==> src/rtl/rv_mc_ctrl.sv <==
// rv_mc_ctrl: multi-cycle RV32I control FSM.
//   Sequences FETCH -> DECODE -> execute state -> (WB) -> FETCH and drives a
//   16-bit registered control word for the datapath. Memory waits are bounded
//   by a saturating wait counter; a timeout parks the FSM in HALT with bus_err.
//
// Ports:
//   clk, rst        rising-edge clock, synchronous active-high reset
//   start           leave IDLE
//   instr           instruction register contents (opcode in [6:0])
//   branch_taken    ALU compare result for BRANCH
//   mem_ready       memory completion strobe
//   ctrl[15:0]      [0] pc_we [2:1] pc_sel [3] ir_we [4] reg_we [5] alu_src_imm
//                   [7:6] wb_sel [8] auipc [9] mem_req [10] mem_we [11] addr_data
//   state[3:0]      current state encoding
//   busy            high outside IDLE and HALT
//   illegal         sticky illegal-opcode flag
//   bus_err         sticky memory-timeout flag
//   cycle_cnt,
//   instret         (only with RV_MC_CTRL_PERF_EN) busy cycles / retired instrs
//
// Optional feature macro: RV_MC_CTRL_PERF_EN
//
// Timing of the registered control word: ctrl is loaded on the same edge as
// the state it belongs to, so anything it depends on (branch_taken, the
// memory-completion event) is sampled in the cycle before that state. The
// FETCH completion strobe (ir_we) therefore shows up in DECODE, and a LOAD
// spends one extra LOAD cycle after mem_ready carrying reg_we / wb_sel=mem.
module rv_mc_ctrl #(
  parameter int unsigned MEM_TIMEOUT  = 15,
  parameter int unsigned TMO_W        = 8,
  parameter int unsigned ILLEGAL_HALT = 1
) (
  input  logic        clk,
  input  logic        rst,
  input  logic        start,
  input  logic [31:0] instr,
  input  logic        branch_taken,
  input  logic        mem_ready,
  output logic [15:0] ctrl,
  output logic [3:0]  state,
  output logic        busy,
  output logic        illegal,
  output logic        bus_err
`ifdef RV_MC_CTRL_PERF_EN
  ,
  output logic [31:0] cycle_cnt,
  output logic [31:0] instret
`endif
);

  localparam int unsigned CW = TMO_W + 1;

  // control word bit positions
  localparam int unsigned B_PC_WE     = 0;
  localparam int unsigned B_PC_SEL    = 1;
  localparam int unsigned B_IR_WE     = 3;
  localparam int unsigned B_REG_WE    = 4;
  localparam int unsigned B_ALU_IMM   = 5;
  localparam int unsigned B_WB_SEL    = 6;
  localparam int unsigned B_AUIPC     = 8;
  localparam int unsigned B_MEM_REQ   = 9;
  localparam int unsigned B_MEM_WE    = 10;
  localparam int unsigned B_ADDR_DATA = 11;

  typedef enum logic [3:0] {
    S_IDLE   = 4'd0,
    S_FETCH  = 4'd1,
    S_DECODE = 4'd2,
    S_EX_IMM = 4'd3,
    S_EX_REG = 4'd4,
    S_JAL    = 4'd5,
    S_JALR   = 4'd6,
    S_LUI    = 4'd7,
    S_AUIPC  = 4'd8,
    S_LOAD   = 4'd9,
    S_STORE  = 4'd10,
    S_BRANCH = 4'd11,
    S_WB     = 4'd12,
    S_HALT   = 4'd15
  } state_t;

  state_t           st_q;
  state_t           nxt;
  state_t           dec_st;
  logic             ld_done;
  logic [TMO_W-1:0] wait_cnt;
  logic [CW-1:0]    cnt_inc;
  logic             waiting;
  logic             at_limit;
  logic             timeout;
  logic             dec_ill;
  logic             ld_fin;
  logic             unused_instr;

  // opcode decode; S_IDLE marks "no legal opcode"
  function automatic state_t dec_op(input logic [6:0] op);
    state_t r;
    r = S_IDLE;
    case (op)
      7'b0010011: r = S_EX_IMM;
      7'b0110011: r = S_EX_REG;
      7'b1101111: r = S_JAL;
      7'b1100111: r = S_JALR;
      7'b0110111: r = S_LUI;
      7'b0010111: r = S_AUIPC;
      7'b0000011: r = S_LOAD;
      7'b0100011: r = S_STORE;
      7'b1100011: r = S_BRANCH;
      default:    r = S_IDLE;
    endcase
    return r;
  endfunction

  // next-state rules
  function automatic state_t next_of(input state_t s, input logic go,
                                     input logic rdy, input logic tmo,
                                     input logic ldd, input logic ill,
                                     input state_t dst);
    state_t r;
    r = s;
    case (s)
      S_IDLE:   r = go ? S_FETCH : S_IDLE;
      S_FETCH:  r = rdy ? S_DECODE : (tmo ? S_HALT : S_FETCH);
      S_STORE:  r = rdy ? S_WB : (tmo ? S_HALT : S_STORE);
      S_LOAD:   r = ldd ? S_WB : (tmo ? S_HALT : S_LOAD);
      S_DECODE: r = ill ? ((ILLEGAL_HALT != 0) ? S_HALT : S_WB) : dst;
      S_EX_IMM, S_EX_REG, S_LUI, S_AUIPC: r = S_WB;
      S_JAL, S_JALR, S_BRANCH, S_WB:      r = S_FETCH;
      S_HALT:   r = S_HALT;
      default:  r = S_IDLE;
    endcase
    return r;
  endfunction

  // control word belonging to a state
  function automatic logic [15:0] ctrl_of(input state_t s, input logic taken,
                                          input logic fin);
    logic [15:0] c;
    c = '0;
    case (s)
      S_FETCH:  c[B_MEM_REQ] = 1'b1;
      S_DECODE: c[B_IR_WE] = 1'b1;
      S_EX_IMM: begin
        c[B_REG_WE]  = 1'b1;
        c[B_ALU_IMM] = 1'b1;
      end
      S_EX_REG: c[B_REG_WE] = 1'b1;
      S_LUI: begin
        c[B_REG_WE]        = 1'b1;
        c[B_WB_SEL +: 2]   = 2'b11;
      end
      S_AUIPC: begin
        c[B_REG_WE]  = 1'b1;
        c[B_ALU_IMM] = 1'b1;
        c[B_AUIPC]   = 1'b1;
      end
      S_JAL, S_JALR: begin
        c[B_REG_WE]      = 1'b1;
        c[B_WB_SEL +: 2] = 2'b10;
        c[B_PC_WE]       = 1'b1;
        c[B_PC_SEL +: 2] = 2'b10;
      end
      S_LOAD: begin
        if (fin) begin
          c[B_REG_WE]      = 1'b1;
          c[B_WB_SEL +: 2] = 2'b01;
        end else begin
          c[B_MEM_REQ]   = 1'b1;
          c[B_ADDR_DATA] = 1'b1;
        end
      end
      S_STORE: begin
        c[B_MEM_REQ]   = 1'b1;
        c[B_MEM_WE]    = 1'b1;
        c[B_ADDR_DATA] = 1'b1;
      end
      S_BRANCH: begin
        c[B_PC_WE]       = 1'b1;
        c[B_PC_SEL +: 2] = taken ? 2'b01 : 2'b00;
      end
      S_WB:     c[B_PC_WE] = 1'b1;
      default:  c = '0;
    endcase
    return c;
  endfunction

  // a cycle spent waiting on memory; the LOAD completion cycle is not one
  assign waiting  = (st_q == S_FETCH) || (st_q == S_STORE) ||
                    ((st_q == S_LOAD) && !ld_done);
  assign cnt_inc  = {1'b0, wait_cnt} + CW'(1);
  // ready in the cycle the counter would reach the limit still wins
  assign at_limit = cnt_inc >= CW'(MEM_TIMEOUT);
  assign timeout  = waiting && !mem_ready && at_limit;
  assign dec_st   = dec_op(instr[6:0]);
  assign dec_ill  = (st_q == S_DECODE) && (dec_st == S_IDLE);
  assign ld_fin   = (st_q == S_LOAD) && !ld_done && mem_ready;
  assign nxt      = next_of(st_q, start, mem_ready, timeout, ld_done, dec_ill, dec_st);
  assign state    = st_q;
  assign unused_instr = ^instr[31:7];

  // FSM state, registered outputs and wait counter
  always_ff @(posedge clk) begin
    if (rst) begin
      st_q     <= S_IDLE;
      ctrl     <= '0;
      busy     <= 1'b0;
      illegal  <= 1'b0;
      bus_err  <= 1'b0;
      wait_cnt <= '0;
      ld_done  <= 1'b0;
    end else begin
      st_q    <= nxt;
      ctrl    <= ctrl_of(nxt, branch_taken, ld_fin);
      busy    <= (nxt != S_IDLE) && (nxt != S_HALT);
      ld_done <= ld_fin;
      if (dec_ill) illegal <= 1'b1;
      if (timeout) bus_err <= 1'b1;
      if (((nxt == S_FETCH) || (nxt == S_LOAD) || (nxt == S_STORE)) && (nxt != st_q))
        wait_cnt <= '0;
      else if (waiting && !mem_ready && (wait_cnt != '1))
        wait_cnt <= wait_cnt + TMO_W'(1);
    end
  end

`ifdef RV_MC_CTRL_PERF_EN
  // performance counters, free-running modulo 2^32
  always_ff @(posedge clk) begin
    if (rst) begin
      cycle_cnt <= '0;
      instret   <= '0;
    end else begin
      if (busy)          cycle_cnt <= cycle_cnt + 32'd1;
      if (ctrl[B_PC_WE]) instret   <= instret + 32'd1;
    end
  end
`endif

endmodule
==> config.mk <==
export PLATFORM = sky130hd
export DESIGN_NAME = rv_mc_ctrl
export DESIGN_NICKNAME = d
export VERILOG_FILES = /design/src/rtl/rv_mc_ctrl.sv
export SDC_FILE = /design/constraint.sdc
export NUM_CORES = 1
export LEC_CHECK = 0
export ABC_AREA = 1
export BUFFER_PORTS_ARGS = -buffer_cell sky130_fd_sc_hd__buf_2
export CORE_MARGIN = 5
export CORE_UTILIZATION = 35
export DETAILED_ROUTE_END_ITERATION = 7
export PLACE_DENSITY = 0.6
export SKIP_LAST_GASP = 1
export SYNTH_ARGS = -nofsm -noshare
export SYNTH_HDL_FRONTEND = slang
export SYNTH_SLANG_ARGS = --single-unit
==> constraint.sdc <==
create_clock -name clk -period 6.2 [get_ports clk]
set_input_delay 0.31 -clock clk [delete_from_list [all_inputs] [get_ports clk]]
set_output_delay 0.31 -clock clk [all_outputs]
set_load 0.01 [all_outputs]
* Word level (Yosys, flattened, before mapping)
Index checks and enable logic that the tools add are counted.
** Storage, ports and cells
- Flip-flop bits (word level) :: 32
- Bits of input ports :: 37
- Output and inout port bits :: 23
- Word-level logic and storage cells :: 97
** Operators by class
- Add/subtract/negate cells :: 2
- Order comparisons :: 1
- Equality and inequality tests :: 37
- Muxes and demuxes :: 24
- Reduce and logical (&&, ||, !) cells :: 25
** Operators by type and width (count)
- 4-bit == test, second input constant :: 11
- 4-bit one-hot mux with 9 select lines :: 1
- 4-bit by 3-bit == test with 1-bit output, second input constant :: 8
- 4-bit one-hot mux with 8 select lines :: 1
- 7-bit by 6-bit == test with 1-bit output, second input constant :: 3
- 7-bit == test, second input constant :: 3
- 4-bit by 2-bit == test with 1-bit output, second input constant :: 4
- 7-bit by 5-bit == test with 1-bit output, second input constant :: 2
- 3-bit two-way mux :: 4
- 4-bit two-way mux :: 3
- 4-bit OR reduction :: 3
- 1-bit two-way mux :: 10
- 8-bit by 1-bit adder with 9-bit output, second input constant :: 1
- 9-bit by 4-bit greater-or-equal comparator with 1-bit output, second input constant :: 1
- 8-bit by 1-bit adder with 8-bit output, second input constant :: 1
- 4-bit by 1-bit == test with 1-bit output, second input constant :: 2
- 1-bit logical AND :: 8
- 4-bit zero test :: 2
- 8-bit != test, second input constant :: 1
- 2-bit OR reduction :: 4
- 7-bit by 2-bit == test with 1-bit output, second input constant :: 1
- 1-bit one-hot mux with 2 select lines :: 3
- 2-bit one-hot mux with 3 select lines :: 1
- 6-bit OR reduction :: 1
- 6 further kinds :: 10

* Logic depth before layout (Yosys ltp)
- Depth in word-level cells :: 13
- Gate-level depth with buffers :: 21
- Mapped depth without buffers :: 20

* Worst setup path after synthesis
No wires, ideal clock.
- Path kind :: flip-flop to flip-flop
- Start point :: reg wait_cnt[0]
- End point :: reg wait_cnt[3]
- Library setup time :: 119 ps
- Data arrival time :: 2038 ps
- Data required time :: 6081 ps
- Slack :: 4043 ps
- Stages on the path, launching flop included :: 21
- Path buffers :: 1
- Clock period less this slack :: 2157 ps
- Path through :: dfxtp_1 > inv_1 > ha_1 > nor2_1 > nor2_1 > nor2_1 > nand2_1 > nand2_1 > nor2_4 > nand2_4 > nand2_4 > inv_2 > nor2_4 > nand3_2 > buf_6 > nor2_4 > nand2_1 > nand2_1 > nand2_2 > nand2_4 > nor2_2
** Between the ends
- Cells in the longest elaborated chain, start to end :: 11
- Elaborated cells between the ends (all ways) :: 21
- Those cells by class :: add/sub (2); order compare (1); eq/ne (5); mux (7); reduce/logical (6)
** RTL lines
- start: declaration :: RTL line 86 : logic [TMO_W-1:0] wait_cnt;
- start signal: assignment :: RTL line 221 : wait_cnt <= wait_cnt + TMO_W'(1);
- 8-bit by 1-bit adder with 9-bit output (*) :: RTL line 190 : assign cnt_inc = {1'b0, wait_cnt} + CW'(1);
- net cnt_inc[0] :: RTL line 87 : logic [CW-1:0] cnt_inc;
- 9-bit by 4-bit greater-or-equal comparator with 1-bit output (*) :: RTL line 192 : assign at_limit = cnt_inc >= CW'(MEM_TIMEOUT);
- 1-bit logical AND (*) :: RTL line 193 : assign timeout = waiting && !mem_ready && at_limit;
- 3-bit two-way mux (tied with other cells) (2 in a row) :: RTL line 124 : S_STORE: r = rdy ? S_WB : (tmo ? S_HALT : S_STORE);
- 4-bit one-hot mux with 8 select lines (*) :: RTL line 121 : case (s)
- 4-bit by 1-bit == test with 1-bit output / 4-bit == test (equally long branches) :: RTL line 218 : if (((nxt == S_FETCH) || (nxt == S_LOAD) || (nxt == S_STORE)) && (nxt != st_q))
- 1-bit logical OR (2 in a row) :: RTL line 218
- 1-bit logical AND (*) :: RTL line 218
- 2-bit OR reduction (no line) (*)
The timed path passes the listed nets; every way through them passes the cells marked *.
A chain may end at the register's enable or synchronous reset.

* Worst setup path in the final report
- Start point :: reg wait_cnt[0]
- End point :: reg wait_cnt[6]
** Between the ends
- Cells in the longest elaborated chain, start to end :: 11
- Elaborated cells between the ends (all ways) :: 21
- Those cells by class :: add/sub (2); order compare (1); eq/ne (5); mux (7); reduce/logical (6)
** RTL lines (RTL line)
- 8-bit by 1-bit adder with 9-bit output :: 190
- 9-bit by 4-bit greater-or-equal comparator with 1-bit output :: 192
- 1-bit logical AND :: 193
- 3-bit two-way mux (tied with other cells) (2 in a row) :: 124
- 4-bit one-hot mux with 8 select lines :: 121
- 4-bit by 1-bit == test with 1-bit output / 4-bit == test (equally long branches) :: 218
- 1-bit logical OR (2 in a row) :: 218
- 1-bit logical AND :: 218
- 2-bit OR reduction (no line)
Parallel ways exist; a longest one is shown, timed or not.

==> run_results.csv <==
group,metric,value,unit
die,io-pin-count,60,
yosys,synth_most_common_cell,"nand2_1",
place,dp_slack,3.552,ns
critical_path,reg2regPathDepth,18,
sta,tns,0,ns
clock_tree,cts.sinks,28,
sta,final.min_clock_period,2.679,ns
yosys,yosys_register_bits,28,
clock_tree,clk_latency,0.27,ns
die,num_rows,26,
critical_path,crit_chain,"ha_1 -> nand2_1 -> inv_1 -> nand3_1 -> nand2_1 -> nand2_1 -> nor2_4 -> nand2_4 -> nand2_4 -> inv_2 -> nor2_4 -> nand3_2 -> nor2_1 -> o21ai_1 -> nand2_1 -> nand2_2 -> nand2_4 -> nor2_2",
yosys,syn_area,0.001879,sq mm
yosys,synth_top_cell_area_share,29.83,%
sta,max_freq,0.3733,GHz
grt,grt_overflow,0,
hold_path,min_path_type,"input pin to register",
yosys,yosysWarnings,0,
yosys,yosysTopAreaCell,"dfxtp_1",
grt,track_usage,11.52,%
power,vdd_drop_max,0.0002934,V
critical_path,worstSetupEndpointType,"register",
grt,grt_pass1_wl,6.858,mm
place,dp.cells,396,
yosys,async_flop_share,0,%
sta,setup_slack,3.521,ns
critical_path,critPathMaxStageDelay,0.47,ns
critical_path,r2r-start,"wait_cnt[0]$_SDFFE_PP0P_",
yosys,ys_seq_area_share,29.83,%
die,die_area,0.006935,sq mm
layout,final_cells,400,
power,leakage,1.172,nW
yosys,yosysUniqueCellTypes,31,
yosys,synth_flop_cell,"dfxtp_1",
route,drt_first_pass_iters,4,
sta,report.final.slew_viol_count,0,
hold_path,worstHoldEndpoint,"ctrl[1]$_SDFF_PP0_",
clock_tree,cts-resized-gates,0,
critical_path,ff2ff_setup_slack,3.52,ns
layout,final_design_area_no_fill,0.002146,sq mm
sta,fin_crit_sh,43.21,%
route,drt-total-wl,3.982,mm
clock_tree,cts_made_buffers,3,
route,drt_iter0_markers,49,
place,placed_area,0.002074,sq mm
grt,grt_pass1_vias,1617,
critical_path,cp-start-kind,"register",
die,floorplan.die.height,83.28,microns
clock_tree,root_buffer,"clkbuf_8",
clock_tree,clk_pin_slew,0.10,ns
route,vias,1809,
yosys,syn_inst,300,
sta,fin_skew,0.005276,ns
hold_path,worstHoldStart,"branch_taken",
clock_tree,cts_hold_buf,0,
sta,hold_viol,0,
layout,n_fill_cell,578,
clock_tree,cts_tree,"done",
die,coreArea,0.005172,sq mm
yosys,synth.avg_cell_area,6.264,sq um
clock_tree,max-clock-path-buffers,2,
sta,holdWs,0.2630,ns
critical_path,r2r_end,"wait_cnt[6]$_SDFFE_PP0P_",
route,drc_errors,0,
sta,finalSetupViolCount,0,
job,cap_violations,0,
critical_path,slowest_stage,"dfxtp_1",
sta,grt_setup_unrepaired,"false",
critical_path,cp_max_fo,11,
yosys,synth-edff-count,0,
hold_path,min_delay_path_depth,3,
yosys,synthTopCellsByCount,"nand2_1 (82), nor2_1 (42), inv_1 (41), dfxtp_1 (28), nand3_1 (26)",
critical_path,cp_data_arrival_time,2.85,ns
place,hpwl,3.161,mm
place,io_buffers,30,
layout,fin_util,41.49,%
place,place_congestion,0.7834,
critical_path,worstSetupPathType,"register to register",
clock_tree,post_cts_buffers,0,
layout,drive_above_1_share,22.73,%
power,powerDensity,465.0,mW/mm^2
grt,grt_max_degree,17,
route,wl_per_cell,9.955,microns
route,vias_per_cell,4.523,
critical_path,path_common_cell,"nand2_1",
yosys,synth_area_leaders,"dfxtp_1 (30%), nand2_1 (16%), nor2_1 (8.4%), inv_1 (8.2%), nand3_1 (6.9%)",
critical_path,critPathRequiredTime,6.37,ns
power,p_total,997.8,uW
die,start_util,36.33,%
layout,syn2layout_area_growth,14.18,%
layout,multiInputGateArea,0.001100,sq mm
layout,finalNetCount,370,
clock_tree,htreeDepth,1,
route,ant_nets,0,
layout,regArea,560.5,sq um
layout,antennaDiodeCount,0,
run_status,status,"complete, no violations",
die,die_w,83.28,microns
grt,antenna_found_initial,0,
==> state kept, by name, summed over array words and instances (netlist names) <==
name,cells
wait_cnt,8
state,4
busy,1
ld_done,1
bus_err,1
illegal,1
ctrl,12
==> worst max-delay path, delay by kind of cell, from the launching register on <==
family          cells  cell delay [ns]
simple gates       14             1.59
flops               1             0.47
compound gates      1             0.11
buf+inv             2             0.15
fa+ha+maj           1             0.24
==> layout make-up <==
cell class,count,area share [%]
clock buffers,3,1.924
clock inverters,1,1.399
inverters,47,8.222
multi-input cells,221,51.25
flip-flops and latches,28,26.12
well taps,70,4.082
repair buffers,30,6.997
==> routing by layer <==
metal  GRT usage (%)  wire [microns]  vias up  part of all wire, %
met1           14.98            2008      813                   50
li1                -               -      972                    -
met4           1.932              22        0                 0.55
met3           2.673             108        2                  2.7
met5               0               0        -                    0
met2           19.61            1843       22                   46
==> worst max path at each step <==
stage / from / to / slack (ns) / cells past startpoint
3_3_place_gp: wait_cnt[0]$_SDFFE_PP0P_ / wait_cnt[3]$_SDFFE_PP0P_ / 3.58 / 18
6_report: wait_cnt[0]$_SDFFE_PP0P_ / wait_cnt[6]$_SDFFE_PP0P_ / 3.52 / 18
5_1_grt: wait_cnt[0]$_SDFFE_PP0P_ / wait_cnt[4]$_SDFFE_PP0P_ / 3.21 / 18
2_1_floorplan: wait_cnt[0]$_SDFFE_PP0P_ / wait_cnt[3]$_SDFFE_PP0P_ / 4.04 / 20
4_1_cts: wait_cnt[0]$_SDFFE_PP0P_ / wait_cnt[6]$_SDFFE_PP0P_ / 3.52 / 18
3_5_place_dp: wait_cnt[0]$_SDFFE_PP0P_ / wait_cnt[6]$_SDFFE_PP0P_ / 3.55 / 18
==> where the power goes <==
| part | total, mW | switching [mW] | internal [mW] |
|---|---|---|---|
| Sequential | 0.266 | 0.0378 | 0.229 |
| Combinational | 0.589 | 0.397 | 0.192 |
| Clock | 0.143 | 0.0561 | 0.0864 |
==> cells by family (layout without fill, tap and decap cells) <==
kind of cell             count (synthesis)  count (layout)  share of synthesized area, %
other                                    1               4                        0.1995
AND/OR/NAND/NOR                        192             192                         49.20
AO/OA/AOI/OAI                           22              22                         6.724
XOR/XNOR                                 1               1                        0.4661
buffers and inverters                   54              81                         12.25
adder cells (fa/ha/maj)                  2               2                         1.331
flip-flops                              28              28                         29.83
==> cells in the final DEF, fill, tap and decap left out, types with 2 or more instances in the layout <==
| cell | synthesis | final |
|---|---|---|
| clkbuf_8 | 0 | 3 |
| buf_2 | 0 | 30 |
| a21oi_1 | 7 | 7 |
| nor2_4 | 7 | 7 |
| ha_1 | 2 | 2 |
| nand3_1 | 26 | 26 |
| nand2_1 | 82 | 82 |
| o21bai_1 | 2 | 2 |
| nor2_1 | 42 | 42 |
| inv_1 | 41 | 41 |
| conb_1 | 1 | 4 |
| nand2_2 | 8 | 8 |
| nand3_2 | 2 | 2 |
| o21ai_0 | 9 | 9 |
| dfxtp_1 | 28 | 28 |
| nor2_2 | 12 | 12 |
| nand4_1 | 4 | 4 |
| and3_2 | 2 | 2 |
| inv_2 | 5 | 5 |
| nand2_4 | 4 | 4 |
Note: power is estimated with default switching activity, not from simulation.
